## src/rtl/imem_loader_pkg.sv

```systemverilog
// Shared types and constants for the instruction-memory bootloader.
// The CKSUM state exists only when IMEM_LOADER_CKSUM_EN is defined.
package imem_loader_pkg;

  `ifdef IMEM_LOADER_CKSUM_EN
  typedef enum logic [2:0] {
    IDLE,
    HDR,
    DATA,
    WRITE,
    CKSUM,
    DONE
  } state_t;
  `else
  typedef enum logic [2:0] {
    IDLE,
    HDR,
    DATA,
    WRITE,
    DONE
  } state_t;
  `endif

  localparam int         HDR_BYTES     = 6;
  localparam int         WORD_BYTES    = 4;
  localparam logic [7:0] DEFAULT_MAGIC = 8'hB0;

endpackage

```

## src/rtl/imem_loader_if.sv

```systemverilog
// Byte-stream receive handshake plus the IMEM write port of the loader.
interface imem_loader_if #(
  parameter int ADDR_W = 30
);
  logic [7:0]        rx_data;
  logic              rx_valid;
  logic              rx_ready;
  logic [ADDR_W-1:0] imem_addr;
  logic [31:0]       imem_din;
  logic              imem_we;

  modport master (
    output rx_data, rx_valid,
    input  rx_ready, imem_addr, imem_din, imem_we
  );

  modport slave (
    input  rx_data, rx_valid,
    output rx_ready, imem_addr, imem_din, imem_we
  );
endinterface

```

## src/rtl/imem_loader_word_assembler.sv

```systemverilog
// MSB-first byte-to-word assembler; word is the completed value in the
// cycle word_full is high (the 4th byte is taken straight from byte_in).
module word_assembler
  import imem_loader_pkg::*;
(
  input  logic        clk,
  input  logic        rst,
  input  logic        load,
  input  logic        clear,
  input  logic [7:0]  byte_in,
  output logic [31:0] word,
  output logic        word_full
);

  logic [23:0] shift_reg;
  logic [1:0]  cnt_reg;

  always_ff @(posedge clk or negedge rst) begin
    if (!rst) begin
      shift_reg <= '0;
      cnt_reg   <= '0;
    end else if (clear) begin
      shift_reg <= '0;
      cnt_reg   <= '0;
    end else if (load) begin
      shift_reg <= {shift_reg[15:0], byte_in};
      cnt_reg   <= cnt_reg + 2'd1;
    end
  end

  // Counter wraps to 0 on the 4th byte, so the next word starts aligned.
  assign word      = {shift_reg, byte_in};
  assign word_full = load && (cnt_reg == 2'(WORD_BYTES - 1));

endmodule

```

## src/rtl/imem_loader.sv

```systemverilog
// Frame-based bootloader writing instruction words into IMEM while holding
// the CPU in reset. Define IMEM_LOADER_CKSUM_EN for the XOR checksum trailer.
module imem_loader
  import imem_loader_pkg::*;
#(
  parameter logic [7:0] MAGIC  = DEFAULT_MAGIC,
  parameter int         ADDR_W = 30
) (
  input  logic          clk,
  input  logic          rst,
  imem_loader_if.slave  bus,
  output logic          cpu_hold,
  output logic          done,
  output logic          err
);

  localparam int HS_W = ADDR_W + 8;

  state_t            state_reg, state_next;
  logic [HS_W-1:0]   hdr_shift_reg;
  logic [2:0]        hdr_cnt_reg;
  logic [ADDR_W-1:0] addr_reg;
  logic [15:0]       cnt_reg;
  logic [ADDR_W-1:0] imem_addr_reg;
  logic [31:0]       imem_din_reg;

  logic              accept;
  logic              magic_hit;
  logic              hdr_last;
  logic [ADDR_W+15:0] hdr_word;
  logic              asm_load;
  logic              asm_clear;
  logic [31:0]       asm_word;
  logic              asm_full;

  assign accept    = bus.rx_valid && bus.rx_ready;
  assign magic_hit = accept && (state_reg == IDLE) && (bus.rx_data == MAGIC);
  assign hdr_last  = accept && (state_reg == HDR) && (hdr_cnt_reg == 3'(HDR_BYTES - 1));
  // Upper address bits beyond ADDR_W have already been shifted out.
  assign hdr_word  = {hdr_shift_reg, bus.rx_data};
  assign asm_clear = magic_hit;

  `ifdef IMEM_LOADER_CKSUM_EN
  assign asm_load = accept && ((state_reg == DATA) || (state_reg == CKSUM));
  `else
  assign asm_load = accept && (state_reg == DATA);
  `endif

  word_assembler u_asm (
    .clk       (clk),
    .rst       (rst),
    .load      (asm_load),
    .clear     (asm_clear),
    .byte_in   (bus.rx_data),
    .word      (asm_word),
    .word_full (asm_full)
  );

  always_ff @(posedge clk or negedge rst) begin
    if (!rst) state_reg <= IDLE;
    else      state_reg <= state_next;
  end

  always_comb begin
    state_next = state_reg;
    case (state_reg)
      IDLE:  if (magic_hit) state_next = HDR;
      HDR: begin
        if (hdr_last) begin
          if (hdr_word[15:0] != 16'd0) state_next = DATA;
          `ifdef IMEM_LOADER_CKSUM_EN
          else                         state_next = CKSUM;
          `else
          else                         state_next = DONE;
          `endif
        end
      end
      DATA:  if (asm_full) state_next = WRITE;
      WRITE: begin
        if (cnt_reg != 16'd1) state_next = DATA;
        `ifdef IMEM_LOADER_CKSUM_EN
        else                  state_next = CKSUM;
        `else
        else                  state_next = DONE;
        `endif
      end
      `ifdef IMEM_LOADER_CKSUM_EN
      CKSUM: if (asm_full) state_next = DONE;
      `endif
      DONE:  state_next = IDLE;
      default: state_next = IDLE;
    endcase
  end

  always_ff @(posedge clk or negedge rst) begin
    if (!rst) begin
      hdr_shift_reg <= '0;
      hdr_cnt_reg   <= '0;
      addr_reg      <= '0;
      cnt_reg       <= '0;
      imem_addr_reg <= '0;
      imem_din_reg  <= '0;
    end else begin
      if (magic_hit) hdr_cnt_reg <= '0;
      if (accept && (state_reg == HDR)) begin
        hdr_shift_reg <= HS_W'(hdr_word);
        hdr_cnt_reg   <= hdr_last ? 3'd0 : hdr_cnt_reg + 3'd1;
      end
      if (hdr_last) begin
        addr_reg <= hdr_word[ADDR_W+15:16];
        cnt_reg  <= hdr_word[15:0];
      end
      // Output registers change only at the edge that enters WRITE.
      if ((state_reg == DATA) && asm_full) begin
        imem_addr_reg <= addr_reg;
        imem_din_reg  <= asm_word;
      end
      if (state_reg == WRITE) begin
        addr_reg <= addr_reg + 1'b1;
        cnt_reg  <= cnt_reg - 16'd1;
      end
    end
  end

  `ifdef IMEM_LOADER_CKSUM_EN
  logic [31:0] acc_reg;
  logic        err_reg;

  always_ff @(posedge clk or negedge rst) begin
    if (!rst) begin
      acc_reg <= '0;
      err_reg <= 1'b0;
    end else begin
      if (magic_hit) begin
        acc_reg <= '0;
        err_reg <= 1'b0;
      end
      if (state_reg == WRITE) acc_reg <= acc_reg ^ imem_din_reg;
      if ((state_reg == CKSUM) && asm_full && (asm_word != acc_reg)) err_reg <= 1'b1;
    end
  end

  assign err = err_reg;
  `else
  assign err = 1'b0;
  `endif

  assign bus.rx_ready  = (state_reg != WRITE) && (state_reg != DONE);
  assign bus.imem_we   = (state_reg == WRITE);
  assign bus.imem_addr = imem_addr_reg;
  assign bus.imem_din  = imem_din_reg;
  assign cpu_hold      = (state_reg != IDLE);
  assign done          = (state_reg == DONE);

endmodule

```

## src/flat_wrapper.sv

```systemverilog
// flat-port wrapper written by rule: the top's interface ports become plain ports
module imem_loader_flat import imem_loader_pkg::*;
#(
  parameter logic [7:0] MAGIC  = DEFAULT_MAGIC,
  parameter int         ADDR_W = 30
)
  (clk, rst, cpu_hold, done, err, bus_rx_data, bus_rx_valid, bus_rx_ready, bus_imem_addr, bus_imem_din, bus_imem_we);
  imem_loader_if #(.ADDR_W(ADDR_W)) bus_i ();
  input  logic clk;
  input  logic rst;
  output logic cpu_hold;
  output logic done;
  output logic err;
  input wire logic [$bits(bus_i.rx_data)-1:0] bus_rx_data;
  input wire logic [$bits(bus_i.rx_valid)-1:0] bus_rx_valid;
  output wire logic [$bits(bus_i.rx_ready)-1:0] bus_rx_ready;
  output wire logic [$bits(bus_i.imem_addr)-1:0] bus_imem_addr;
  output wire logic [$bits(bus_i.imem_din)-1:0] bus_imem_din;
  output wire logic [$bits(bus_i.imem_we)-1:0] bus_imem_we;
  assign bus_i.rx_data = bus_rx_data;
  assign bus_i.rx_valid = bus_rx_valid;
  assign bus_rx_ready = bus_i.rx_ready;
  assign bus_imem_addr = bus_i.imem_addr;
  assign bus_imem_din = bus_i.imem_din;
  assign bus_imem_we = bus_i.imem_we;
  imem_loader #(.MAGIC(MAGIC), .ADDR_W(ADDR_W)) u_core (.clk(clk), .rst(rst), .bus(bus_i), .cpu_hold(cpu_hold), .done(done), .err(err));
endmodule
```

## config.mk

```make
export PLATFORM = sky130hd
export DESIGN_NAME = imem_loader_flat
export DESIGN_NICKNAME = d
export VERILOG_FILES = /design/src/rtl/imem_loader_pkg.sv /design/src/rtl/imem_loader_if.sv /design/src/rtl/imem_loader_word_assembler.sv /design/src/rtl/imem_loader.sv /design/src/flat_wrapper.sv
export SDC_FILE = /design/constraint.sdc
export NUM_CORES = 1
export LEC_CHECK = 0
export CAP_MARGIN = 40
export CORE_MARGIN = 10
export CORE_UTILIZATION = 59
export CTS_BUF_LIST = sky130_fd_sc_hd__clkbuf_8
export CTS_CLUSTER_SIZE = 14
export DETAILED_ROUTE_END_ITERATION = 8
export HOLD_SLACK_MARGIN = 0.02
export PLACE_DENSITY = 0.82
export SLEW_MARGIN = 40
export SYNTH_ARGS = -nofsm -noshare
export SYNTH_HDL_FRONTEND = slang
export SYNTH_SLANG_ARGS = --single-unit
export TNS_END_PERCENT = 5
```

## constraint.sdc

```tcl
create_clock -name clk -period 2.4 [get_ports clk]
set_input_delay 0.36 -clock clk [delete_from_list [all_inputs] [get_ports clk]]
set_output_delay 0.36 -clock clk [all_outputs]
set_load 0.005 [all_outputs]
```

==> results of run 1 <==
worst register-to-register path: cells and delay by family, from the launching register on:
kind	cells	cell delay [ns]
AOI/OAI and AO/OA	2	0.44
and+or+nand+nor	3	0.98
adders and majority gates	1	0.24
DFF	1	0.44
report_power, final:
group | internal, mW | leakage (nW) | total (mW) | switching, mW
registers | 3.19 | 2.37 | 3.43 | 0.237
clock network | 1.04 | 0.201 | 2.11 | 1.07
logic | 0.188 | 1.90 | 0.467 | 0.279
layer usage:
metal  GRT usage [%]  share of wire [%]  vias to the layer above  wire [µm]
li1                -                  -                     2821          -
met1           26.78                 40                     3093       7772
met2           34.54                 50                      307       9552
met3           4.599                8.0                       42       1543
met4           9.091                2.2                        0        415
met5               0                  0                        -          0
Yosys cell counts (2+ instances only):
cell,count,area [µm²]
nand2_1,198,743.2
dfrtp_1,178,4454
mux2_1,45,506.7
a21oi_1,36,180.2
nor2_1,36,135.1
nand3_1,23,115.1
buf_2,18,90.09
clkbuf_1,18,67.56
nor3_1,18,90.09
mux2_2,15,168.9
o21ai_0,13,65.06
a311oi_1,12,105.1
o211ai_1,12,90.09
a211oi_1,11,82.58
and3_1,9,56.30
a221o_1,7,70.07
inv_1,7,26.28
nand4_1,7,43.79
and4_1,6,52.55
ha_1,6,75.07
nor4_1,5,31.28
o311ai_0,5,43.79
nand3b_1,4,30.03
buf_1,3,11.26
or3_1,3,18.77
or4_1,3,22.52
a22o_1,2,17.52
a31oi_1,2,12.51
buf_4,2,15.01
mux2i_1,2,20.02
nor2b_1,2,12.51
nor3b_1,2,15.01
nor4_2,2,25.02
nor4_4,2,42.54
o21a_1,2,15.01
o21ai_1,2,10.01
o22ai_1,2,12.51
or2_1,2,12.51
logic make-up after synthesis:
| group | after synthesis | share of synthesized area [%] |
|---|---|---|
| other | 1 | 0.04785 |
| multiplexers | 62 | 8.876 |
| AO/OA/AOI/OAI | 117 | 10.20 |
| AND/OR/NAND/NOR | 335 | 20.10 |
| flip-flops | 178 | 56.83 |
| adder cells (fa/ha/maj) | 6 | 0.9578 |
| XOR/XNOR | 1 | 0.1118 |
| buffers and inverters | 50 | 2.873 |
layout make-up:
class | instances | share of cell area [%]
Clock buffer | 21 | 3.080
Clock inverter | 11 | 1.347
Inverter | 8 | 0.3200
Multi-Input combinational cell | 522 | 33.84
Sequential cell | 178 | 47.48
Tap cell | 176 | 2.347
Timing Repair Buffer | 109 | 11.59
metrics by stage:
stage,util (%),hold slack [ns],TNS (ns),power [mW],area [µm²]
after global placement,68.12,0.3547,0,3.885,8950
after CTS,71.43,0.4228,0,6.014,9384
after global routing,71.43,0.4530,-0.03736,6.227,9384
after floorplan,-,0.06441,0,3.660,7838
final,71.43,0.4190,0,5.998,9384
after detailed placement,68.12,0.3561,0,3.924,8950
repair_timing:
item / in CTS / in global routing
cloned: 0 / 0
hold endpoints to repair: 53 / 0
resized for setup: 1 / 0
endpoints found under the setup margin: 2 / 3
setup buffers: 1 / 0
hold buffers: 1 / 0
final timing paths:
path	to	slack, ns	depth (start not counted)
worst max-delay path	cpu_hold	0.04	3
worst min-delay path	u_core.addr_reg[10]$_DFFE_PN0P_	0.42	2
worst max register to register	u_core.addr_reg[28]$_DFFE_PN0P_	0.21	6
worst min register to register	u_core.hdr_shift_reg[34]$_DFFE_PN0P_	0.48	2
max in group asynchronous	u_core.u_asm.shift_reg[1]$_DFFE_PN0P_	1.27	3
min in group clk	u_core.hdr_shift_reg[34]$_DFFE_PN0P_	0.48	2
==> impl_results.md, run 1 <==
- Asr flop ratio synth: 100.0%
- Worst skew pair latency: 0.47 ns
- CTS tree: done
- Sink Count: 178
- Total track usage: 21.21%
- Netlist cell types: 66
- CTS max path bufs: 2
- Endpoints failing setup: 0
- Syn_nets: 767
- Slowest stage cell, crit path: clkdlybuf4s50_1
- First-pass GRT wire length: 31,470 µm
- Pin count of the biggest net entering global routing: 57
- Setup Skew: 0.01545 ns
- Post-place setup slack: 0.01157 ns
- Status: finished clean
- Routed wire length per instance: 18.81 µm
- Clk slew on worst S/H paths: 0.10 ns
- Min Tclk post-route: 2.360 ns
- HPWL after DPL: 13,210 µm
- Main flop type after synthesis: dfrtp_1
- Slew Limit Fails: 0
- Number of flip-flops in the largest register: 38
- Clock H-tree levels: 4
- Worst path bufs/invs: 2
- Vias per cell: 6.110
- Slew HR: 58.80%
- Sequential area share after synthesis: 56.83%
- Critical path class: reg2out
- DRT iter0 DRCs: 666
- Full die area: 18,290 µm²
- Post-route setup slack: 0.04034 ns
- Crit path arrival time: 2.00 ns
- DRC violations left: 0
- Worst-path maximum fanout: 10
- CP cell instances: buf_4 -> or3_1 -> clkdlybuf4s50_1
- Worst Setup SP: u_core.state_reg[1]$_DFFE_PN0P_
- RD Place Congestion: 0.8856
- Flops & latches, synth: 178
- Vias: 6,263
- Commonest non-fill, non-tap cell in the layout: nand2_1
- Fin cells: 1,025
- Final hold vios: 0
- Post-detailed-routing wire length: 19,280 µm
- Sequential cell area: 4456 µm²
- Pwr per Cell Area: 639.2 nW/µm²
- IO buf count: 76
- Multi-input gate area: 3176 µm²
- Reg-to-reg startpoint: u_core.addr_reg[1]$_DFFE_PN0P_
- Max-Cap Viols: 0
- Final period util: 98.32%
- Nets: 853
- Area Growth Syn to Fin: 19.73%
- Diodes inserted: 0
- Total global routing overflow: 0
- Core ar.: 13,140 µm²
- TritonCTS Buffers: 17
- Worst path max stage delay: 0.47 ns
- CP Capture Type: output port
- Post-Syn Area: 7838 µm²
- EDFF count, synth: 0
- Unrepaired setup endpoints after global routing: yes
- # IOs: 78
- Worst slew pin tran: 0.6133 ns
- Cell row count: 42
- Die Y: 135.3 µm
- Post-DRT Antenna Nets: 0
- Layout cell share with drive strength beyond 1: 11.07%
- Filler Cell Count: 960
- WP data required: 2.04 ns
- Most frequent cells in the layout: nand2_1 (197), dfrtp_1 (177), clkdlybuf4s50_1 (75), mux2_1 (45)
- Die width: 135.3 µm
- Drt first pass iters: 6
- Vias in the first global route: 6,184
- Average size of a mapped cell: 10.45 µm²
- Ys Warns: 0
- Initial antenna violation count: 0
- Dpl cells: 991
- Worst min-delay path category: in2async
- Initial Utilization: 59.66%
- Root buffer cell: clkbuf_8
- Nature of the critical path startpoint: flop
- Cells after Synth: 750
- Family with the most delay on the worst path: buffers and inverters
- P_leak: 4.475 nW
- Highest Clock Rate: 0.4238 GHz
- Max VDD drop: 0.4499 mV
No activity file was read; power rests on OpenSTA's default activity.
==> inputs of run 2 (changes only) <==
--- a/config.mk
+++ b/config.mk
@@ -6,7 +6,6 @@
 export NUM_CORES = 1
 export LEC_CHECK = 0
 export CAP_MARGIN = 40
-export CORE_MARGIN = 10
 export CORE_UTILIZATION = 59
 export CTS_BUF_LIST = sky130_fd_sc_hd__clkbuf_8
 export CTS_CLUSTER_SIZE = 14
@@ -17,4 +16,3 @@
 export SYNTH_ARGS = -nofsm -noshare
 export SYNTH_HDL_FRONTEND = slang
 export SYNTH_SLANG_ARGS = --single-unit
-export TNS_END_PERCENT = 5
==> run 2 against run 1 <==
Effect of this change:
- flip-flop and latch count stayed put
- critical path depth unchanged
- wire length down 5.2%
- register-to-register slack improved by 0.06 ns
- first-iteration DRC count is 17% lower
- final cell count down 0.29%
- sequential share of layout area up 0.18 points
- worst setup slack better by 0.0061 ns
==> impl_results.md, run 2 (same netlist as run 1, synthesis figures left out) <==
- Number of flip-flops in the largest register: 38 (unchanged)
- Slew Limit Fails: 0 (unchanged)
- Crit path arrival time: 1.99 ns (about the same)
- Unrepaired setup endpoints after global routing: yes
- Worst skew pair latency: 0.46 ns (about the same)
- Area Growth Syn to Fin: 19.30%
- DP Area: 8975 µm² (+0.28%)
- Family with the most delay on the worst path: buffers and inverters
- CTS max path bufs: 2 (unchanged)
- Sink Count: 178 (unchanged)
- Worst slew pin tran: 0.6504 ns (+0.03705 ns)
- Max-Cap Viols: 0 (unchanged)
- CP Capture Type: output port
- WP data required: 2.04 ns (about the same)
- Final hold vios: 0 (unchanged)
- Critical path class: reg2out
- TritonCTS Buffers: 17 (unchanged)
- Die Y: 117.3 µm (-13%)
- Post-place setup slack: 0.04591 ns (+0.03434 ns)
- First-pass GRT wire length: 29,710 µm (-5.6%)
- Filler Cell Count: 888 (-7.5%)
- Max VDD drop: 0.5212 mV (+16%)
- Full die area: 13,750 µm² (-25%)
- CP cell instances: nand3b_4 -> inv_2 -> clkdlybuf4s50_1
- Post-DRT Antenna Nets: 0 (unchanged)
- Cell row count: 41 (-2.4%)
- Worst path bufs/invs: 2 (unchanged)
- DRC violations left: 0 (unchanged)
- Highest Clock Rate: 0.4249 GHz (+0.26%)
- # IOs: 78 (unchanged)
- Slowest stage cell, crit path: clkdlybuf4s50_1
- CTS tree: done
- Total global routing overflow: 0 (unchanged)
- Diodes inserted: 0 (unchanged)
- Vias: 6,214 (-0.78%)
- Vias in the first global route: 6,075 (-1.8%)
- Worst path max stage delay: 0.58 ns (+0.11 ns)
- RD Place Congestion: 0.8755 (-1.1%)
- Pwr per Cell Area: 613.7 nW/µm² (-4.0%)
- Nets: 856 (+0.35%)
- Clk slew on worst S/H paths: 0.09 ns (about the same)
- Setup tns final: 0 ns (unchanged)
- Final period util: 98.06% (-0.25 points)
- Post-detailed-routing wire length: 18,290 µm (-5.2%)
- Final Core Density: 73.20% (+1.8 points)
- Total track usage: 28.76% (+7.6 points)
- Min Tclk post-route: 2.354 ns (-0.006116 ns)
- Most frequent cells in the layout: nand2_1 (197), dfrtp_1 (176), clkdlybuf4s50_1 (75), mux2_1 (45)
- HPWL after DPL: 12,620 µm (-4.4%)
- Setup Skew: 0.01416 ns (-0.001292 ns)
- Post-route setup slack: 0.04646 ns (+0.006116 ns)
- Post-CTS setup buffers: 0 (-1)
- Worst-path maximum fanout: 16 (+6)
- Commonest non-fill, non-tap cell in the layout: nand2_1
- Core ar.: 12,770 µm² (-2.8%)
- DRT iter0 DRCs: 554 (-17%)
- Nature of the critical path startpoint: flop
- Die width: 117.3 µm (-13%)
- P_leak: 4.485 nW (+0.22%)
- IO buf count: 76 (unchanged)
- Endpoints failing setup: 0 (unchanged)
- Root buffer cell: clkbuf_8
- Slew HR: 56.31% (-2.5 points)
- Clock H-tree levels: 4 (unchanged)
- Worst min-delay path category: in2async
- Layout cell share with drive strength beyond 1: 10.82% (-0.25 points)
- Drt first pass iters: 5 (-1)
- Initial Utilization: 61.36% (+1.7 points)
- Finished Cell Area: 9350 µm² (-0.36%)
- Initial antenna violation count: 0 (unchanged)
- Pin count of the biggest net entering global routing: 54 (-5.3%)
- Worst hold slack: 0.4189 ns (-0.00005700 ns)
- Routed wire length per instance: 17.90 µm (-4.9%)
- Vias per cell: 6.080 (-0.49%)
- Status: finished clean
==> run 2: changes by cell type in the layout (fill, tap and decap cells not counted) <==
cell and delta:
buf_4 +3, bufinv_16 -1, clkinv_2 -1, clkinv_4 -1
clkinvlp_4 -2, dfrtp_1 -1, dfrtp_2 +1, inv_1 +5
inv_6 -2, nor3b_1 -1, nor3b_2 +1
==> run 2: cell type report <==
type | instances | area [µm²] | share of cell area, %
repair buffers | 112 | 1110 | 11.87
clock buffers | 21 | 289.0 | 3.091
clock inverters | 9 | 68.82 | 0.7360
inverters | 8 | 30.03 | 0.3212
flip-flops and latches | 178 | 4457 | 47.66
multi-input cells | 522 | 3181 | 34.02
well taps | 172 | 215.2 | 2.302
==> run 2: per-layer routing <==
layer | up-vias | wire length [µm] | track usage, %
met5 | - | 0 | 0
met4 | 0 | 555 | 13.92
met3 | 47 | 1277 | 6.128
met2 | 281 | 8846 | 45.69
met1 | 3065 | 7610 | 37.84
li1 | 2821 | - | -
==> run 2: worst paths after layout <==
path / slack (ns) / cells after the start / startpoint / end
setup / recovery: 0.05 / 3 / u_core.state_reg[0]$_DFFE_PN0P_ / bus_imem_we
hold / removal: 0.42 / 2 / rst / u_core.addr_reg[14]$_DFFE_PN0P_
setup reg to reg: 0.27 / 6 / u_core.state_reg[0]$_DFFE_PN0P_ / u_core.addr_reg[21]$_DFFE_PN0P_
hold reg to reg: 0.48 / 2 / u_core.bus.imem_addr[24]$_DFFE_PN0P_ / u_core.bus.imem_addr[24]$_DFFE_PN0P_
max in group asynchronous: 1.33 / 3 / rst / u_core.bus.imem_din[27]$_DFFE_PN0P_
min in group clk: 0.48 / 2 / u_core.bus.imem_addr[24]$_DFFE_PN0P_ / u_core.bus.imem_addr[24]$_DFFE_PN0P_
==> run 2: power by group <==
| group | leakage, nW | internal, mW | switching, mW |
|---|---|---|---|
| clock network | 0.196 | 0.899 | 0.970 |
| logic | 1.92 | 0.187 | 0.262 |
| registers | 2.37 | 3.19 | 0.232 |
| total | 4.48 | 4.27 | 1.46 |
==> run 2: repair_timing <==
action / in CTS / in global routing
hold buffers: 1 / 0
pin swaps: 0 / 0
resized for setup: 1 / 2
hold endpoints to repair: 48 / 0
setup endpoints to repair: 2 / 4
==> run 2: per-stage QoR <==
| step | std cells | power (mW) |
|---|---|---|
| 2_1_floorplan | 750 | 3.660 |
| 5_1_grt | 1022 | 5.986 |
| 3_5_place_dp | 991 | 3.913 |
| 3_3_place_gp | 991 | 3.880 |
| 6_report | 1022 | 5.739 |
| 4_1_cts | 1022 | 5.773 |
==> inputs of run 3 (changes only) <==
--- a/config.mk
+++ b/config.mk
@@ -6,12 +6,12 @@
 export NUM_CORES = 1
 export LEC_CHECK = 0
 export CAP_MARGIN = 40
-export CORE_UTILIZATION = 59
-export CTS_BUF_LIST = sky130_fd_sc_hd__clkbuf_8
+export CORE_UTILIZATION = 57
+export CTS_BUF_LIST = sky130_fd_sc_hd__clkbuf_4 sky130_fd_sc_hd__clkbuf_8 sky130_fd_sc_hd__clkbuf_16
 export CTS_CLUSTER_SIZE = 14
 export DETAILED_ROUTE_END_ITERATION = 8
 export HOLD_SLACK_MARGIN = 0.02
-export PLACE_DENSITY = 0.82
+export PLACE_DENSITY = 0.8
 export SLEW_MARGIN = 40
 export SYNTH_ARGS = -nofsm -noshare
 export SYNTH_HDL_FRONTEND = slang
==> run 3 against run 2 <==
Effect of this change:
- flip-flop and latch count is the same
- wire length increased by 3.6%
- largest cell class unchanged
- design area is 2.4% higher
- highest routed layer unchanged
==> impl_results.md, run 3 (same netlist as run 1, synthesis figures left out) <==
- CP Capture Type: output port
- Vias: 6,246 (+0.51%)
- Total track usage: 28.51% (-0.25 points)
- Slew Limit Fails: 0 (unchanged)
- Endpoints failing setup: 0 (unchanged)
- Post-CTS setup buffers: 0 (unchanged)
- Nets: 855 (-0.12%)
- Final hold vios: 0 (unchanged)
- Min Tclk post-route: 2.314 ns (-0.03971 ns)
- Nature of the critical path startpoint: flop
- Sequential cell area: 4456 µm² (about the same)
- Final period util: 96.41% (-1.7 points)
- Max VDD drop: 0.5066 mV (-2.8%)
- Root buffer cell: clkbuf_16
- Dpl cells: 994 (+0.30%)
- Crit path arrival time: 1.95 ns (-0.04 ns)
- CP cell instances: nand3b_4 -> inv_2 -> clkdlybuf4s50_1
- Fin cells: 1,026 (+0.39%)
- Setup Skew: 0.008708 ns (-0.005447 ns)
- Slew HR: 61.06% (+4.8 points)
- Layout cell share with drive strength beyond 1: 11.18% (+0.35 points)
- Full die area: 14,220 µm² (+3.4%)
- Diodes inserted: 0 (unchanged)
- Sequential fraction of design power: 50.8% (-8.8 points)
- Sink Count: 178 (unchanged)
- Cell row count: 42 (+2.4%)
- # IOs: 78 (unchanged)
- Vias per cell: 6.088 (+0.12%)
- CTS tree: done
- Cell Int Power: 5.175 mW (+21%)
- Core ar.: 13,350 µm² (+4.5%)
- Max-Cap Viols: 0 (unchanged)
- TritonCTS Buffers: 17 (unchanged)
- Initial Utilization: 58.72% (-2.6 points)
- WP data required: 2.04 ns (about the same)
- Worst path max stage delay: 0.56 ns (-0.02 ns)
- IO buf count: 76 (unchanged)
- Area Growth Syn to Fin: 22.17%
- Setup tns final: 0 ns (unchanged)
- Most frequent cells in the layout: nand2_1 (197), dfrtp_1 (177), clkdlybuf4s50_1 (75), mux2_1 (45)
- Filler Cell Count: 952 (+7.2%)
- Status: finished clean
- Die Y: 119.3 µm (+1.7%)
- First-pass GRT wire length: 31,300 µm (+5.3%)
- Drt first pass iters: 8 (+3)
- R2R setup slack: 0.24 ns (-0.03 ns)
- Worst slew pin tran: 0.5796 ns (-0.07073 ns)
- Switch Pwr: 1.572 mW (+7.4%)
- Multi-input gate area: 3176 µm² (-0.16%)
- Commonest non-fill, non-tap cell in the layout: nand2_1
- DRT iter0 DRCs: 511 (-7.8%)
- Post-detailed-routing wire length: 18,950 µm (+3.6%)
- Critical path class: reg2out
- Switch share: 23.30% (-2.2 points)
- P_leak: 4.576 nW (+2.0%)
- Clk slew on worst S/H paths: 0.06 ns (-0.03 ns)
- Comb power frac: 6.7% (-1.1 points)
- Number of flip-flops in the largest register: 38 (unchanged)
- Clock H-tree levels: 4 (unchanged)
- Pin count of the biggest net entering global routing: 69 (+28%)
- Routed wire length per instance: 18.47 µm (+3.2%)
- Highest Clock Rate: 0.4322 GHz (+1.7%)
- HPWL after DPL: 12,790 µm (+1.3%)
- Clk network pwr share: 42.5% (+9.9 points)
- Total global routing overflow: 0 (unchanged)
- RD Place Congestion: 0.8893 (+1.6%)
- Unrepaired setup endpoints after global routing: no
- Worst skew pair latency: 0.43 ns (-0.03 ns)
- Pwr per Cell Area: 704.7 nW/µm² (+15%)
- Slowest stage cell, crit path: clkdlybuf4s50_1
- Vias in the first global route: 6,342 (+4.4%)
- Initial antenna violation count: 0 (unchanged)
- Worst-path maximum fanout: 13 (-3)
- Worst min-delay path category: in2async
- DRC violations left: 0 (unchanged)
- Post-DRT Antenna Nets: 0 (unchanged)
- Die width: 119.3 µm (+1.7%)
- CTS max path bufs: 2 (unchanged)
## run 3: changes by cell type in the layout (fill, tap and decap cells not counted), sizes merged
cell	previous run	this run
clkbuf	21	27
clkinvlp	2	1
bufinv	1	3
clkinv	1	0
inv	13	8
buf	36	35
## run 3: path summary, 6_finish.rpt
| path | from | to | cells past startpoint |
|---|---|---|---|
| worst min register to register | u_core.hdr_shift_reg[37]$_DFFE_PN0P_ | u_core.hdr_shift_reg[37]$_DFFE_PN0P_ | 2 |
| worst max register to register | u_core.addr_reg[6]$_DFFE_PN0P_ | u_core.addr_reg[23]$_DFFE_PN0P_ | 5 |
| worst max-delay path | u_core.state_reg[2]$_DFFE_PN0P_ | bus_imem_we | 3 |
| min in group clk | u_core.hdr_shift_reg[37]$_DFFE_PN0P_ | u_core.hdr_shift_reg[37]$_DFFE_PN0P_ | 2 |
| worst min-delay path | rst | u_core.bus.imem_addr[14]$_DFFE_PN0P_ | 2 |
| max in group asynchronous | rst | u_core.hdr_shift_reg[16]$_DFFE_PN0P_ | 3 |
## run 3: power by group through the flow
stage	clock network (mW)	registers, mW	logic [mW]
6_report	2.87	3.43	0.452
5_1_grt	3.02	3.44	0.515
3_5_place_dp	0	3.46	0.450
3_3_place_gp	0	3.45	0.424
4_1_cts	2.90	3.41	0.455
2_1_floorplan	0	3.38	0.276
## run 3: area by class of cell
class                   instances  share of cell area [%]
repair buffers                111                   11.25
inverters                       8                  0.3136
clock buffers                  27                   5.423
well taps                     176                   2.300
clock inverters                 4                   1.019
multi-input cells             522                   33.16
flip-flops and latches        178                   46.53
## run 3: timing repair
item                                   4_1_cts  5_1_grt
gates resized for setup                      0        1
endpoints found under the hold margin       49        0
setup endpoints to repair                    0        2
hold buffers                                 1        0
## run 3: critical path: cells and delay by family (launching register included)
kind          cells  cell delay, ns
simple gates      1            0.22
flops             1            0.47
buf+inv           2            0.82
## run 3: routing by layer
layer / part of all wire, % / wire (µm) / vias to the layer above / track usage (%)
li1: - / - / 2815 / -
met1: 42 / 7894 / 3093 / 36.05
met4: 2.4 / 453 / 0 / 13.69
met2: 50 / 9476 / 293 / 47.38
met5: 0 / 0 / - / 0
met3: 5.9 / 1124 / 45 / 5.268
## run 3: stage by stage
stage	hold WS [ns]	area (µm²)	setup slack (ns)	power, mW	utilization, %
after floorplan	0.06441	7838	0.5053	3.660	-
after global placement	0.3487	8947	0.1311	3.874	67.03
after detailed placement	0.3475	8947	0.01490	3.912	67.03
after CTS	0.4883	9574	0.07070	6.764	71.73
after global routing	0.4974	9575	0.03127	6.978	71.74
final	0.4607	9575	0.08617	6.748	71.74
==> patch (settings of run 1) <==
`ADDR_W` is set to 30 in 3 places; all go to 60.
--- a/src/rtl/imem_loader_if.sv
+++ b/src/rtl/imem_loader_if.sv
@@ -1,5 +1,5 @@
 // Byte-stream receive handshake plus the IMEM write port of the loader.
 interface imem_loader_if #(
-  parameter int ADDR_W = 30
+  parameter int ADDR_W = 60
 );
   logic [7:0]        rx_data;
--- a/src/rtl/imem_loader.sv
+++ b/src/rtl/imem_loader.sv
@@ -5,5 +5,5 @@
 #(
   parameter logic [7:0] MAGIC  = DEFAULT_MAGIC,
-  parameter int         ADDR_W = 30
+  parameter int         ADDR_W = 60
 ) (
   input  logic          clk,
--- a/src/flat_wrapper.sv
+++ b/src/flat_wrapper.sv
@@ -3,5 +3,5 @@
 #(
   parameter logic [7:0] MAGIC  = DEFAULT_MAGIC,
-  parameter int         ADDR_W = 30
+  parameter int         ADDR_W = 60
 )
   (clk, rst, cpu_hold, done, err, bus_rx_data, bus_rx_valid, bus_rx_ready, bus_imem_addr, bus_imem_din, bus_imem_we);
Interface: changed (resized bus_imem_addr); port bits go from 78 to 108. No check against the original RTL was run, so the function may have changed too.
==> patch against run 1 <==
The flow now finishes with violations (setup timing). Cell area is 56% higher. Synthesized area grew 51%. Final cell count up 42%. Sequential cell count is 90 higher. Global-route usage is 1.5 points higher. Power increased by 60%. Largest power group unchanged. Sequential share of layout area decreased by 1.7 points. Via count grew 42%. Wire length grew 53%. Worst setup slack got worse by 0.089 ns. Synthesized cell count rose by 31%. Clock power increased by 87%.
==> patch: results (changes against run 1) <==
Worst Reg-to-Reg Cells=8 (+2); CTS max path bufs=3 (+1); Synth Area in Adders=0.635% (-0.32 points); H-tree depth=2 (-2); FF+latch count, synth=268 (+51%); clock latency on the worst-skew pair=0.56 ns (+0.09 ns); starting DRC count in detailed routing=616 (-7.5%); Post-CTS Resized=7 (+6); reg-to-reg critical path endpoint=u_core.addr_reg[42]$_DFFE_PN0P_; Global Route met3 Usage=4.96% (+0.36 points); xor-xnor portion of the synthesized cell area=0.222% (+0.11 points); CP Data Arrival Time=2.85 ns (+0.85 ns); GRT Resource Usage Total=22.7% (+1.5 points); Post-CTS Setup Bufs=3 (+2); failing checks=setup timing; nets@finish=1,175 (+38%); first-pass GRT wire length=49.1 mm (+56%); syn_nets=1,002 (+31%); setup ws final=-0.0484 ns (-0.0888 ns); Synth top cells by count=dfrtp_1, mux2_2, nor2_1; synth top area cells=dfrtp_1, mux2_2, nor2_1; drt via density=6.11 (about the same); slowest CP cell=dfrtp_1; clk slew on worst S/H paths=0.06 ns (-0.04 ns); Non-clock buffers=184 (+69%); Yosys top cell area share=56.7% (-0.14 points); inverter count=10 (+2); Static Leak=7.01 nW (+57%); status=finished with violations; sequential cell area share=45.8% (-1.7 points); non-clock buffer share of cell area=12.0% (+0.44 points); Yosys cell types=62 (-6.1%); slew margin rel.=62.5% (+3.7 points); Multi-Input Combinational=651 (+25%); CTS Buf Count=43 (+26); wire length on met3=1.93 mm (+25%); GPL Wtd Cong=0.887 (+0.17%); Mean Syn Cell Area=12.0 µm² (+15%); VDD IR-drop max=527 µV (+17%); sequential share of the synthesized area=56.7% (-0.14 points); area of the multi-input gates=4940 µm² (+56%); Synth Area in Compound Gates=9.00% (-1.2 points); largest net degree at the start of global routing=82 (+44%); clock network area share=5.95% (+1.5 points); # setup viols final=2 (+2); Pre-antenna DRT Iters=5 (-1); met2 Usage GRT=38.0% (+3.4 points); dpl cells=1,374 (+39%); M1 GR Usage=28.4% (+1.7 points); multiplexer share of the synthesized area=17.2% (+8.3 points); Port Buf Inserts=106 (+39%); R2R Path Start=u_core.addr_reg[14]$_DFFE_PN0P_; Vias=8,878 (+42%); Fillers=1,284 (+34%); fraction of layout cells with a size suffix above 1=27.9% (+17 points); worst-path fanout max=6 (-4); critical path type=reg2reg; CLK BUF=53 (+150%)
patch: changes by cell type after synthesis, moves of 8 or more:
cell,run 1,this run
nand2_1,198,56
mux2_2,15,156
dfrtp_1,178,268
nor2_1,36,95
mux2_1,45,0
mux2i_1,2,28
clkbuf_1,18,38
nor3_1,18,34
a21oi_1,36,22
a211oi_1,11,23
buf_2,18,8
o21ai_0,13,22
o22ai_1,2,11
and3_1,9,17
patch: power by group:
group / total [mW] / internal [mW] / switching [mW]
sequential: 5.03 / 4.76 / 0.267
clock: 3.94 / 2.20 / 1.73
combinational: 0.647 / 0.321 / 0.326
total: 9.61 / 7.29 / 2.33
patch: through the flow:
step	utilization, %	area, µm²	power (mW)	setup TNS, ns	hold WS, ns
detailed placement	70.0	13700	5.74	-0.899	0.321
floorplan	-	11800	5.39	0	0.0644
global route	74.8	14700	10.0	-0.677	0.361
finish	74.8	14700	9.61	-0.0797	0.342
CTS	74.7	14600	9.69	0	0.337
global placement	70.0	13700	5.70	0	0.317
